===== config.mk =====
export PLATFORM = sky130hd
export DESIGN_NAME = wb_dma_arbiter
export DESIGN_NICKNAME = d
export VERILOG_FILES = /design/src/rtl/wb_dma_arbiter_pkg.sv /design/src/rtl/wb_dma_arbiter.sv
export SDC_FILE = /design/constraint.sdc
export NUM_CORES = 1
export LEC_CHECK = 0
export BUFFER_PORTS_ARGS = -buffer_cell sky130_fd_sc_hd__buf_4
export CORE_AREA = 2 2 108 110
export DETAILED_ROUTE_END_ITERATION = 8
export DIE_AREA = 0 0 110 112
export GPL_ROUTABILITY_DRIVEN = 0
export PLACE_DENSITY = 0.66
export SLEW_MARGIN = 30
export SYNTH_ARGS = -nofsm -noshare
export SYNTH_HDL_FRONTEND = slang
export SYNTH_SLANG_ARGS = --single-unit

===== constraint.sdc =====
create_clock -name i_clk -period 3.98 [get_ports i_clk]
set_input_delay 0.199 -clock i_clk [delete_from_list [all_inputs] [get_ports i_clk]]
set_output_delay 0.199 -clock i_clk [all_outputs]
set_load 0.02 [all_outputs]

===== src/rtl/wb_dma_arbiter_pkg.sv =====
// wb_dma_arbiter_pkg: state and grant encodings shared by the arbiter and its users.
package wb_dma_arbiter_pkg;

  typedef enum logic [1:0] {
    ST_IDLE  = 2'b00,
    ST_OWN_A = 2'b01,
    ST_OWN_B = 2'b10,
    ST_ABORT = 2'b11
  } arb_state_e;

  localparam logic GNT_A = 1'b0;
  localparam logic GNT_B = 1'b1;

endpackage


===== src/rtl/wb_dma_arbiter.sv =====
// wb_dma_arbiter: two-master pipelined wishbone arbiter (A = CPU, B = DMA).
// Optional bus timeout with ABORT state: define WB_ARB_TIMEOUT_EN.
//
// state    | meaning
// ---------+------------------------------------------------------------
// ST_IDLE  | no owner; shared bus idle, request fields hold last owner
// ST_OWN_A | master A owns the shared bus
// ST_OWN_B | master B owns the shared bus
// ST_ABORT | timeout fired; bus released, owner stalled until it drops cyc
module wb_dma_arbiter
  import wb_dma_arbiter_pkg::*;
#(
  parameter int AW     = 32,
  parameter int DW     = 32,
  parameter int TMO_LG = 10
) (
  input  logic          i_clk,
  input  logic          i_rst_n,
  input  logic          i_a_cyc,
  input  logic          i_a_stb,
  input  logic          i_a_we,
  input  logic [AW-1:0] i_a_addr,
  input  logic [DW-1:0] i_a_data,
  output logic          o_a_ack,
  output logic          o_a_stall,
  output logic          o_a_err,
  input  logic          i_b_cyc,
  input  logic          i_b_stb,
  input  logic          i_b_we,
  input  logic [AW-1:0] i_b_addr,
  input  logic [DW-1:0] i_b_data,
  output logic          o_b_ack,
  output logic          o_b_stall,
  output logic          o_b_err,
  output logic          o_cyc,
  output logic          o_stb,
  output logic          o_we,
  output logic [AW-1:0] o_addr,
  output logic [DW-1:0] o_data,
  input  logic          i_ack,
  input  logic          i_stall,
  input  logic          i_err,
  input  logic [DW-1:0] i_data,
  output logic [DW-1:0] o_rdata
);

  localparam int CW = TMO_LG + 1;

  arb_state_e    state, state_n;
  logic          last_grant, last_grant_n, gnt_pick;
  logic [CW-1:0] outstanding, outstanding_n;
  logic [CW-1:0] stale, stale_n, total;
  logic          owned, own_cyc, own_stb, live, ack_in, route, accept, tmo_hit;

  // The owner (or the last owner, in IDLE) is always the last grant.
  assign owned   = (state == ST_OWN_A) || (state == ST_OWN_B);
  assign own_cyc = (last_grant == GNT_B) ? i_b_cyc : i_a_cyc;
  assign own_stb = (last_grant == GNT_B) ? i_b_stb : i_a_stb;
  assign live    = owned && own_cyc;
  assign ack_in  = i_ack || i_err;
  // Responses still owed to an earlier owner sit ahead of ours and are dropped.
  assign route   = live && (stale == '0);
  assign accept  = live && own_stb && !i_stall;
  assign total   = stale + outstanding;

`ifdef WB_ARB_TIMEOUT_EN
  localparam logic [TMO_LG-1:0] TMO_LAST = {{(TMO_LG-1){1'b1}}, 1'b0};
  logic [TMO_LG-1:0] tmo_cnt;
  logic              waiting;

  assign waiting = live && (outstanding != '0) && !ack_in;
  assign tmo_hit = waiting && (tmo_cnt == TMO_LAST);

  // Timeout counter: cycles spent waiting with no response; fires on the last one.
  always_ff @(posedge i_clk or negedge i_rst_n) begin
    if (!i_rst_n)                 tmo_cnt <= '0;
    else if (waiting && !tmo_hit) tmo_cnt <= tmo_cnt + 1'b1;
    else                          tmo_cnt <= '0;
  end
`else
  assign tmo_hit = 1'b0;
`endif

  // State, grant history and response bookkeeping registers.
  always_ff @(posedge i_clk or negedge i_rst_n) begin
    if (!i_rst_n) begin
      state       <= ST_IDLE;
      last_grant  <= GNT_B;
      outstanding <= '0;
      stale       <= '0;
    end else begin
      state       <= state_n;
      last_grant  <= last_grant_n;
      outstanding <= outstanding_n;
      stale       <= stale_n;
    end
  end

  // Next state and grant: round-robin on contention, one IDLE cycle between owners.
  always_comb begin
    state_n      = state;
    last_grant_n = last_grant;
    gnt_pick     = last_grant;
    case (state)
      ST_IDLE: begin
        if (i_a_cyc && i_b_cyc) gnt_pick = ~last_grant;
        else if (i_b_cyc)       gnt_pick = GNT_B;
        else                    gnt_pick = GNT_A;
        if (i_a_cyc || i_b_cyc) begin
          last_grant_n = gnt_pick;
          state_n      = (gnt_pick == GNT_B) ? ST_OWN_B : ST_OWN_A;
        end
      end
      ST_OWN_A, ST_OWN_B: begin
        if (!own_cyc) state_n = ST_IDLE;
`ifdef WB_ARB_TIMEOUT_EN
        else if (tmo_hit) state_n = ST_ABORT;
`endif
      end
`ifdef WB_ARB_TIMEOUT_EN
      ST_ABORT: begin
        if (!own_cyc) state_n = ST_IDLE;
      end
`endif
      default: state_n = ST_IDLE;
    endcase
  end

  // Outstanding count for the live owner; anything left when it lets go becomes stale.
  always_comb begin
    outstanding_n = '0;
    stale_n       = stale;
    if (live && !tmo_hit) begin
      outstanding_n = outstanding + CW'(accept)
                      - CW'(route && ack_in && (outstanding != '0));
      stale_n       = stale - CW'(ack_in && (stale != '0));
    end else if (live) begin
      stale_n = total + CW'(accept);
    end else begin
      stale_n = total - CW'(ack_in && (total != '0));
    end
  end

  // Output muxing; reset forces the idle pattern combinationally.
  always_comb begin
    o_cyc     = 1'b0;
    o_stb     = 1'b0;
    o_we      = 1'b0;
    o_addr    = '0;
    o_data    = '0;
    o_rdata   = '0;
    o_a_ack   = 1'b0;
    o_a_err   = 1'b0;
    o_b_ack   = 1'b0;
    o_b_err   = 1'b0;
    o_a_stall = 1'b1;
    o_b_stall = 1'b1;
    if (i_rst_n) begin
      o_we      = (last_grant == GNT_B) ? i_b_we   : i_a_we;
      o_addr    = (last_grant == GNT_B) ? i_b_addr : i_a_addr;
      o_data    = (last_grant == GNT_B) ? i_b_data : i_a_data;
      o_rdata   = i_data;
      o_a_stall = i_a_stb;
      o_b_stall = i_b_stb;
      case (state)
        ST_OWN_A: begin
          o_cyc     = i_a_cyc;
          o_stb     = i_a_stb;
          o_a_stall = i_stall;
          o_a_ack   = route && i_ack;
          o_a_err   = (route && i_err) || tmo_hit;
        end
        ST_OWN_B: begin
          o_cyc     = i_b_cyc;
          o_stb     = i_b_stb;
          o_b_stall = i_stall;
          o_b_ack   = route && i_ack;
          o_b_err   = (route && i_err) || tmo_hit;
        end
`ifdef WB_ARB_TIMEOUT_EN
        ST_ABORT: begin
          if (last_grant == GNT_B) o_b_stall = 1'b1;
          else                     o_a_stall = 1'b1;
        end
`endif
        default: ;
      endcase
    end
  end

endmodule


==> flow_summary.ini, run 1 <==
[logic_synthesis]
ys.flop_type = dfrtp_1
yosys_register_bits = 25
async_reset_ff_share_pct = 100.0
synth.distinct_cells = 57
ys_seq_area_share_pct = 15.97
synth-edff-count = 0
syn_avg_cell_area_um2 = 8.013
yosysWarnings = 0
netlist_area_mm2 = 0.003926
syn_inst = 490
syn_nets = 695

[die]
row_count = 39
die_w_um = 110
chipHeight_um = 112
ios = 276
initial_core_util_pct = 35.14
design.die.area_mm2 = 0.01232
coreArea_mm2 = 0.01117

[sta]
relSlewSlack_pct = 39.30
setup_viol = 0
setup_slack_ps = 263.0
fin_worst_skew_ps = 4.006
tightestPinTransition_ps = 910.5
fmax_mhz = 269.0
hold_viol_final = 0
slew_violations = 0
period_share_pct = 93.39
min_period_ps = 3717

[drt]
vias_per_cell = 4.968
ant_nets = 0
wl_um = 15680
drt_pass1_iterations = 4
dr_total_vias = 4451
avgRoutedWirePerCell_um = 17.50
drc = 0
initialDrtViolationCount = 374

[global_route]
track_usage_pct = 24.55
grt_first_pass_wirelength_um = 23570
grt_pass1_vias = 4365
grt.overflow.total = 0
antenna_found_initial = 2
grt_max_degree = 114

[clocking]
htree_num_levels = 1
clock_latency_ps = 260
clk_path_buf_depth = 2
cts_buffers = 3
cts_tree = done
clock_sinks = 25
clk_pin_slew_ps = 70
hold_buffers = 0
cts-root-buf = clkbuf_16

[worst_setup_path]
crit_fanout = 5
cp-startpoint = outstanding[0]
crit_arrival_ps = 3910
worst-setup-path-type = reg -> reg
ff2ff_path_depth = 14
r2r_slack_ps = 260
r2r_end = stale[6]
worstSetupStartpointType = flop
cp-end-kind = flop
r2r-start = outstanding[0]
crit_required_ps = 4180

[placed_design]
post-dp-hpwl_um = 13210
place_ws_ps = 7.554
portBuffers = 275

[finish]
seqCellArea_um2 = 630.6
post-route-util_pct = 56.35
area_growth_pct = 60.39
multi_input_comb_area_mm2 = 0.003164
drive_gt1_share_pct = 41.49
fill_cells = 1001
layout.nets = 958

[flow_run]
cap_violations = 0

[outcome]
status = completed

[hold_path]
hold_path.class = in -> async

[power]
power.total_uw = 2526
p_per_area_mw_per_mm2 = 401.2
irDropWorstVdd_mv = 0.2524
p_leak_uw = 0.003133
[where the power goes]
part	total [uW]	switching (uW)	internal, uW	leakage, uW
clock	234	95.6	139	0.0000415
combinational	1850	1000	854	0.00278
sequential	438	110	328	0.000308
total	2530	1210	1320	0.00313
[per-layer routing]
metal	vias up	track usage (%)	wire, um
met5	-	0	0
met2	119	40.98	7826
li1	2210	-	-
met3	8	6.499	1028
met1	2114	32.80	6736
met4	0	2.194	93
[cell type report]
cell class,count,share of cell area [%]
diodes,1,0.03974
inverters,27,1.609
clock inverters,1,0.1391
multi-input cells,412,50.25
repair buffers,284,33.92
well taps,143,2.841
flip-flops and latches,25,10.01
clock buffers,3,1.192
[logic make-up (layout without fill, tap and decap cells)]
family | count (synthesis) | in the layout | share of synthesized area (%)
flops | 25 | 25 | 15.97
mux | 73 | 73 | 18.64
fa+ha+maj | 36 | 36 | 11.73
simple gates | 204 | 204 | 29.29
buf+inv | 53 | 315 | 5.162
xor+xnor | 29 | 29 | 6.469
compound gates | 70 | 70 | 12.75
other cells | 0 | 1 | 0
[worst max-delay path by stage]
stage | depth (start not counted) | endpoint | slack [ps]
after CTS | 15 | stale[5] | 40
after detailed placement | 15 | stale[5] | 8
after global placement | 15 | stale[5] | 240
final | 14 | stale[6] | 260
after global routing | 16 | outstanding[10] | -30
after floorplan | 17 | outstanding[10] | 350
[registers in the layout, indices dropped and copies added (netlist names)]
signal	cells
outstanding	11
stale	11
last_grant	1
state	2
[worst max-delay path, stage by stage (launching register included)]
cell      delay [ps]
dfrtp_1          420
ha_1             300
fa_2             430
a211oi_4         300
o21bai_1         140
a311oi_2         360
o221ai_2         170
nor4_2           280
a21oi_1          120
ha_1             220
ha_1             210
nand2_1          250
o21bai_1         110
o211ai_1         160
o21a_1           180
[stage by stage]
| step | hold WS (ps) | TNS, ps | instances | cell area (um2) |
|---|---|---|---|---|
| 6_report | 36.73 | 0 | 896 | 6297 |
| 2_1_floorplan | -96.59 | 0 | 490 | 3926 |
| 4_1_cts | 61.49 | 0 | 894 | 6222 |
| 5_1_grt | 109.6 | -28.67 | 895 | 6295 |
| 3_3_place_gp | 334.7 | 0 | 890 | 6132 |
| 3_5_place_dp | 344.7 | 0 | 890 | 6132 |
[cell usage after synthesis, types with 2 or more instances]
library cell / number / area [um2]
nand2_1: 22 / 82.58
nand2b_1: 2 / 12.51
nand3_1: 3 / 15.01
mux2i_1: 72 / 720.7
and2_1: 33 / 206.5
ha_1: 32 / 400.4
fa_1: 2 / 40.04
nor2b_1: 67 / 419.2
nand4_1: 2 / 12.51
a21oi_1: 17 / 85.08
maj3_1: 2 / 20.02
o21bai_1: 6 / 45.04
a21o_1: 4 / 30.03
a22oi_1: 2 / 15.01
inv_1: 27 / 101.4
clkbuf_1: 15 / 56.30
or3_1: 6 / 37.54
nor3b_1: 5 / 37.54
nor2_1: 35 / 131.4
dfrtp_1: 24 / 600.6
o211ai_1: 3 / 22.52
nor3_1: 8 / 40.04
buf_1: 8 / 30.03
xnor2_1: 17 / 148.9
xor2_1: 12 / 105.1
a21boi_0: 2 / 15.01
o21ai_0: 18 / 90.09
and3_1: 5 / 31.28
buf_2: 3 / 15.01
nor4_1: 9 / 56.30
[placed cells by master (no fill, tap or decap), types with 4 or more instances in the layout]
cell      Yosys  routed
a21oi_1      17      17
a21o_1        4       4
buf_4         0     283
ha_1         32      31
dfrtp_1      24      24
nor3b_1       5       4
nor4_1        9       5
nor3_1        8       8
xnor2_1      17      17
xor2_1       12      12
o21bai_1      6       6
and3_1        5       5
and2_1       33      33
or3_1         6       6
nand2_1      22      22
nor2b_1      67      67
nor2_1       35      35
o21ai_0      18      17
mux2i_1      72      72
inv_1        27      27
[timing repair]
action / CTS / global route
pin swaps: 0 / 2
buffers inserted: 0 / 1
setup endpoints to repair: 1 / 11
gates cloned: 0 / 0
resized for setup: 1 / 12
No activity file was read; power rests on OpenSTA's default activity.
==> run 2, diff against run 1 <==
--- a/config.mk
+++ b/config.mk
@@ -5,6 +5,7 @@
 export SDC_FILE = /design/constraint.sdc
 export NUM_CORES = 1
 export LEC_CHECK = 0
+export ABC_AREA = 1
 export BUFFER_PORTS_ARGS = -buffer_cell sky130_fd_sc_hd__buf_4
 export CORE_AREA = 2 2 108 110
 export DETAILED_ROUTE_END_ITERATION = 8
@@ -15,3 +16,4 @@
 export SYNTH_ARGS = -nofsm -noshare
 export SYNTH_HDL_FRONTEND = slang
 export SYNTH_SLANG_ARGS = --single-unit
+export TNS_END_PERCENT = 20
==> run 2 against run 1 <==
Effect of this change:
- sequential share of layout area up 0.27 points
- final area decreased by 3.2%
- fmax up 5.4%
- register-to-register slack gained 190 ps
- critical path type unchanged
- highest routed layer unchanged
==> flow_summary.ini, run 2 <==
[logic_synthesis]
ys_seq_area_share_pct = 16.35
yosysMostFrequentCell = nor2_1
yosysWarnings = 0
synth_top_cell_by_area = nor2_1
syn_avg_cell_area_um2 = 5.681
syn_nets = 880
synth.distinct_cells = 47
synth_top_cells_by_area = nor2_1, dfrtp_1, nand2_1
syn_inst = 675
async_reset_ff_share_pct = 100.0
yosys_register_bits = 25
yosys.area.top_type_share_pct = 16.84
netlist_top_cells_count = nor2_1, nand2_1, inv_1
netlist_area_mm2 = 0.003835
synth-edff-count = 0
ys.flop_type = dfrtp_1

[power]
irDropWorstVdd_mv = 0.2908
p_per_area_mw_per_mm2 = 436.7
power.total_uw = 2662
p_leak_uw = 0.003533

[drt]
avgRoutedWirePerCell_um = 17.80
dr_total_vias = 5260
ant_nets = 0
drt_pass1_iterations = 5
initialDrtViolationCount = 470
wl_um = 19130
vias_per_cell = 4.893
drc = 0

[placed_design]
portBuffers = 275
post-dp-hpwl_um = 16020

[die]
die_w_um = 110
coreArea_mm2 = 0.01117
chipHeight_um = 112
initial_core_util_pct = 34.32
row_count = 39
design.die.area_mm2 = 0.01232
ios = 276

[sta]
setup_viol = 0
tightestPinTransition_ps = 706.7
rsz0062_at_grt = false
hold_viol_final = 0
period_share_pct = 88.65
min_period_ps = 3528
fmax_mhz = 283.4
slew_violations = 0
fin_setup_tns_ps = 0
relSlewSlack_pct = 52.88
fin_worst_skew_ps = 3.281

[worst_setup_path]
ff2ff_path_depth = 20
crit_end = outstanding[8]
r2r_end = outstanding[8]
cp-startpoint = state[1]
crit_arrival_ps = 3690
r2r-start = state[1]
crit_required_ps = 4140
cp-end-kind = flop
worstSetupStartpointType = flop
r2r_slack_ps = 450
crit_fanout = 21
worst-setup-path-type = reg -> reg

[finish]
layout.nets = 1138
reg.largest.list = outstanding: 11 flops, stale: 11 flops, state: 2 flops
area_growth_pct = 58.92
diodes = 0
layout_commonest_cell = buf_4
drive_gt1_share_pct = 32.73
mostFrequentLayoutCells = buf_4, nor2_1, nand2_1

[clocking]
clock_latency_ps = 260
cts.repair.resized = 0
cts_buffers = 3
clk_pin_slew_ps = 70
htree_num_levels = 1
clock_sinks = 25
cts-root-buf = clkbuf_16
clk_path_buf_depth = 2
cts_tree = done
post_cts_buffers = 0

[hold_path]
min_path_cells = 4
hold_path.class = in -> reg

[global_route]
grt_first_pass_wirelength_um = 27390
grt_max_degree = 67
grt.overflow.total = 0
grt_pass1_vias = 4872
track_usage_pct = 29.97
antenna_found_initial = 0

[outcome]
status = completed

[flow_run]
cap_violations = 0
-- run 2: changes by cell type after synthesis, sizes merged, moves of 26 or more --
cell and change:
nor2 +139, nand2 +100, inv +75, mux2i -70, nor2b -67, o21ai +64
and2 -34, nand3 +26
-- run 2: power breakdown --
part / switching (uW) / leakage, uW / internal [uW]
clock network: 101 / 0.0000409 / 136
logic: 1280 / 0.00317 / 736
registers: 76.5 / 0.000321 / 329
total: 1460 / 0.00353 / 1200
-- run 2: what timing repair did --
item,in CTS,in global routing
setup endpoints to repair,0,0
endpoints found under the hold margin,12,0
hold buffers,1,0
-- run 2: cell families (layout without fill, tap and decap cells) --
logic type               count (synthesis)  count (layout)  synth area share [%]
AND/OR/NAND/NOR                        349             349                 38.34
buffers and inverters                  130             387                 13.28
AO/OA/AOI/OAI                          125             125                 17.75
adder cells (fa/ha/maj)                 34              34                 11.48
flip-flops                              25              25                 16.35
XOR/XNOR                                10              10                 2.284
multiplexers                             2               2                0.5220
-- run 2: critical path, cell delays in order, from the launching register on --
cell      delay, ps
dfrtp_1         350
inv_1            70
ha_1            300
inv_1            80
nor3_4          200
inv_2           190
a2111o_1        330
ha_1            320
inv_1            70
ha_1            190
inv_1            80
fa_1            380
inv_1           110
nand3_1          80
nand2_1         110
nand2_1          60
a31oi_1         200
a21o_1          160
nand2_1          50
nand2_1          50
nor2_1           40
-- run 2: cell type report --
cell class	instances	area, um2
fillers	1205	5080
multi-input cells	520	2699
repair buffers	281	2125
flip-flops and latches	25	626.9
inverters	102	385.4
well taps	143	178.9
clock buffers	3	75.07
clock inverters	1	5.005
-- run 2: worst min path at each step --
stage	from	endpoint	slack, ps
floorplan	i_rst_n	outstanding[0]	-100
global placement	i_rst_n	outstanding[2]	240
detailed placement	i_rst_n	outstanding[2]	240
CTS	i_a_cyc	state[0]	350
global route	i_a_cyc	last_grant	400
finish	i_a_cyc	last_grant	360
-- run 2: per-layer routing --
layer  part of all wire [%]  vias up  track usage, %
met3                     14       20           13.52
met2                     45      268           47.65
met5                      0        -               0
met1                     39     2324           37.51
met4                    1.9        0           5.570
li1                       -     2648               -
-- run 2: metrics by stage --
| step | instances | hold WS, ps | cell area [um2] | setup slack, ps | util [%] |
|---|---|---|---|---|---|
| after floorplan | 675 | -96.59 | 3835 | 625.3 | - |
| final | 1075 | 360.4 | 6095 | 451.9 | 54.54 |
| after global placement | 1070 | 243.4 | 6005 | 540.9 | 53.73 |
| after CTS | 1075 | 354.9 | 6095 | 458.1 | 54.54 |
| after detailed placement | 1070 | 237.4 | 6005 | 479.2 | 53.73 |
| after global routing | 1075 | 399.5 | 6095 | 159.2 | 54.54 |
==> run 3, diff against run 2 <==
==> constraint.sdc (replaced) <==
create_clock -name i_clk -period 4 [get_ports i_clk]
set_input_delay 0.2 -clock i_clk [delete_from_list [all_inputs] [get_ports i_clk]]
set_output_delay 0.2 -clock i_clk [all_outputs]
set_load 0.02 [all_outputs]
==> run 3 against run 2 <==
Effect of this change:
- clock skew up 2.8 ps
- critical path depth is the same
- via count decreased by 0.57%
- wire length is 0.85% higher
- largest cell class unchanged
- clock-buffer cell count stayed put
- largest power group unchanged
==> flow_summary.ini, run 3 (synthesis gave the netlist of run 2 again) <==
[outcome]
status = completed

[clocking]
clk_path_buf_depth = 2
clock_sinks = 25
cts_tree = done
cts.repair.resized = 0
cts_buffers = 3
clk_pin_slew_ps = 70
clock_latency_ps = 270
cts-root-buf = clkbuf_16
htree_num_levels = 1
post_cts_buffers = 0

[hold_path]
hold_path.class = in -> reg
min_path_cells = 5
hp-start = i_a_cyc
holdPathEnd = state[0]

[sta]
tightestPinTransition_ps = 698.2
rsz0062_at_grt = false
min_period_ps = 3535
fin_setup_tns_ps = 0
hold_viol_final = 0
fmax_mhz = 282.9
relSlewSlack_pct = 53.45
setup_viol = 0
period_share_pct = 88.37
slew_violations = 0
fin_worst_skew_ps = 6.047

[drt]
dr_total_vias = 5230
ant_nets = 0
wl_um = 19300
initialDrtViolationCount = 371
drc = 0
avgRoutedWirePerCell_um = 17.92
vias_per_cell = 4.856
drt_pass1_iterations = 4

[die]
design.die.area_mm2 = 0.01232
coreArea_mm2 = 0.01117
die_w_um = 110
chipHeight_um = 112
initial_core_util_pct = 34.32
row_count = 39
ios = 276

[placed_design]
portBuffers = 275
post-dp-hpwl_um = 16210

[global_route]
grt_pass1_vias = 4844
track_usage_pct = 29.88
antenna_found_initial = 2
grt.overflow.total = 0
grt_max_degree = 67
grt_first_pass_wirelength_um = 27300

[worst_setup_path]
crit_required_ps = 4160
r2r-start = state[0]
worst-setup-path-type = reg -> reg
crit_fanout = 21
r2r_slack_ps = 470
worstSetupStartpointType = flop
cp-end-kind = flop
ff2ff_path_depth = 20
r2r_end = outstanding[8]
crit_arrival_ps = 3690
cp-startpoint = state[0]

[power]
p_leak_uw = 0.003533
irDropWorstVdd_mv = 0.2762
p_per_area_mw_per_mm2 = 434.9

[finish]
post-route-util_pct = 54.52
mostFrequentLayoutCells = buf_4, nor2_1, nand2_1
drive_gt1_share_pct = 32.80
layout.nets = 1139
reg.largest.list = outstanding: 11 flops, stale: 11 flops, state: 2 flops
layout_commonest_cell = buf_4
area_growth_pct = 58.86

[flow_run]
cap_violations = 0
-- run 3: cell count changes in the layout (fill, tap and decap cells not counted) --
cell,change
buf_4,+2
buf_12,-1
diode_2,+1
-- run 3: where the power goes --
part | switching, uW | leakage, uW | total, uW | internal (uW)
clock | 101 | 0.0000409 | 237 | 135
combinational | 1280 | 0.00317 | 2010 | 731
sequential | 77.8 | 0.000321 | 405 | 327
total | 1460 | 0.00353 | 2650 | 1190
-- run 3: worst max-delay path, stage by stage (launching register included) --
cell,delay [ps]
dfrtp_1,350
inv_1,70
ha_1,300
inv_1,70
nor3_4,200
inv_2,190
a2111o_1,340
ha_1,320
inv_1,60
ha_1,180
inv_1,80
fa_1,380
inv_1,110
nand3_1,80
nand2_1,110
nand2_1,60
a31oi_1,210
a21o_1,170
nand2_1,50
nand2_1,60
nor2_1,40
-- run 3: worst max path at each step --
| stage | endpoint | slack (ps) |
|---|---|---|
| after floorplan | outstanding[8] | 650 |
| after global placement | outstanding[8] | 560 |
| after detailed placement | outstanding[8] | 490 |
| after CTS | outstanding[8] | 470 |
| after global routing | outstanding[8] | 110 |
| final | outstanding[8] | 470 |
-- run 3: repair_timing --
action,CTS,global route
hold buffers,1,0
hold endpoints to repair,4,0
endpoints found under the setup margin,0,0
-- run 3: cell type report --
| type | instances | area [um2] |
|---|---|---|
| antenna | 1 | 2.502 |
| clock buffer | 3 | 75.07 |
| clock inverter | 1 | 5.005 |
| fill | 1215 | 5082 |
| inverter | 102 | 385.4 |
| multi-input combinational | 520 | 2699 |
| sequential | 25 | 626.9 |
| tap | 143 | 178.9 |
| timing repair buffer | 282 | 2120 |
-- run 3: per-layer routing --
layer  global-route usage (%)  share of wire (%)  vias to the layer above
met5                        0              0.036                        -
met4                    3.966               0.91                        2
met3                    13.41                 14                       12
met2                    48.34                 46                      238
met1                    37.37                 39                     2327
li1                         -                  -                     2651
-- run 3: per-stage QoR --
step                total power (uW)  hold slack, ps  instance area, um2  setup slack, ps  std cells
floorplan                       1661          -95.59                3835            645.3        675
global placement                2393           209.0                6000            555.5       1071
detailed placement              2396           209.1                6000            493.9       1071
CTS                             2640           350.0                6090            465.3       1076
global route                    2862           379.7                6090            111.4       1076
finish                          2650           356.9                6092            465.4       1077
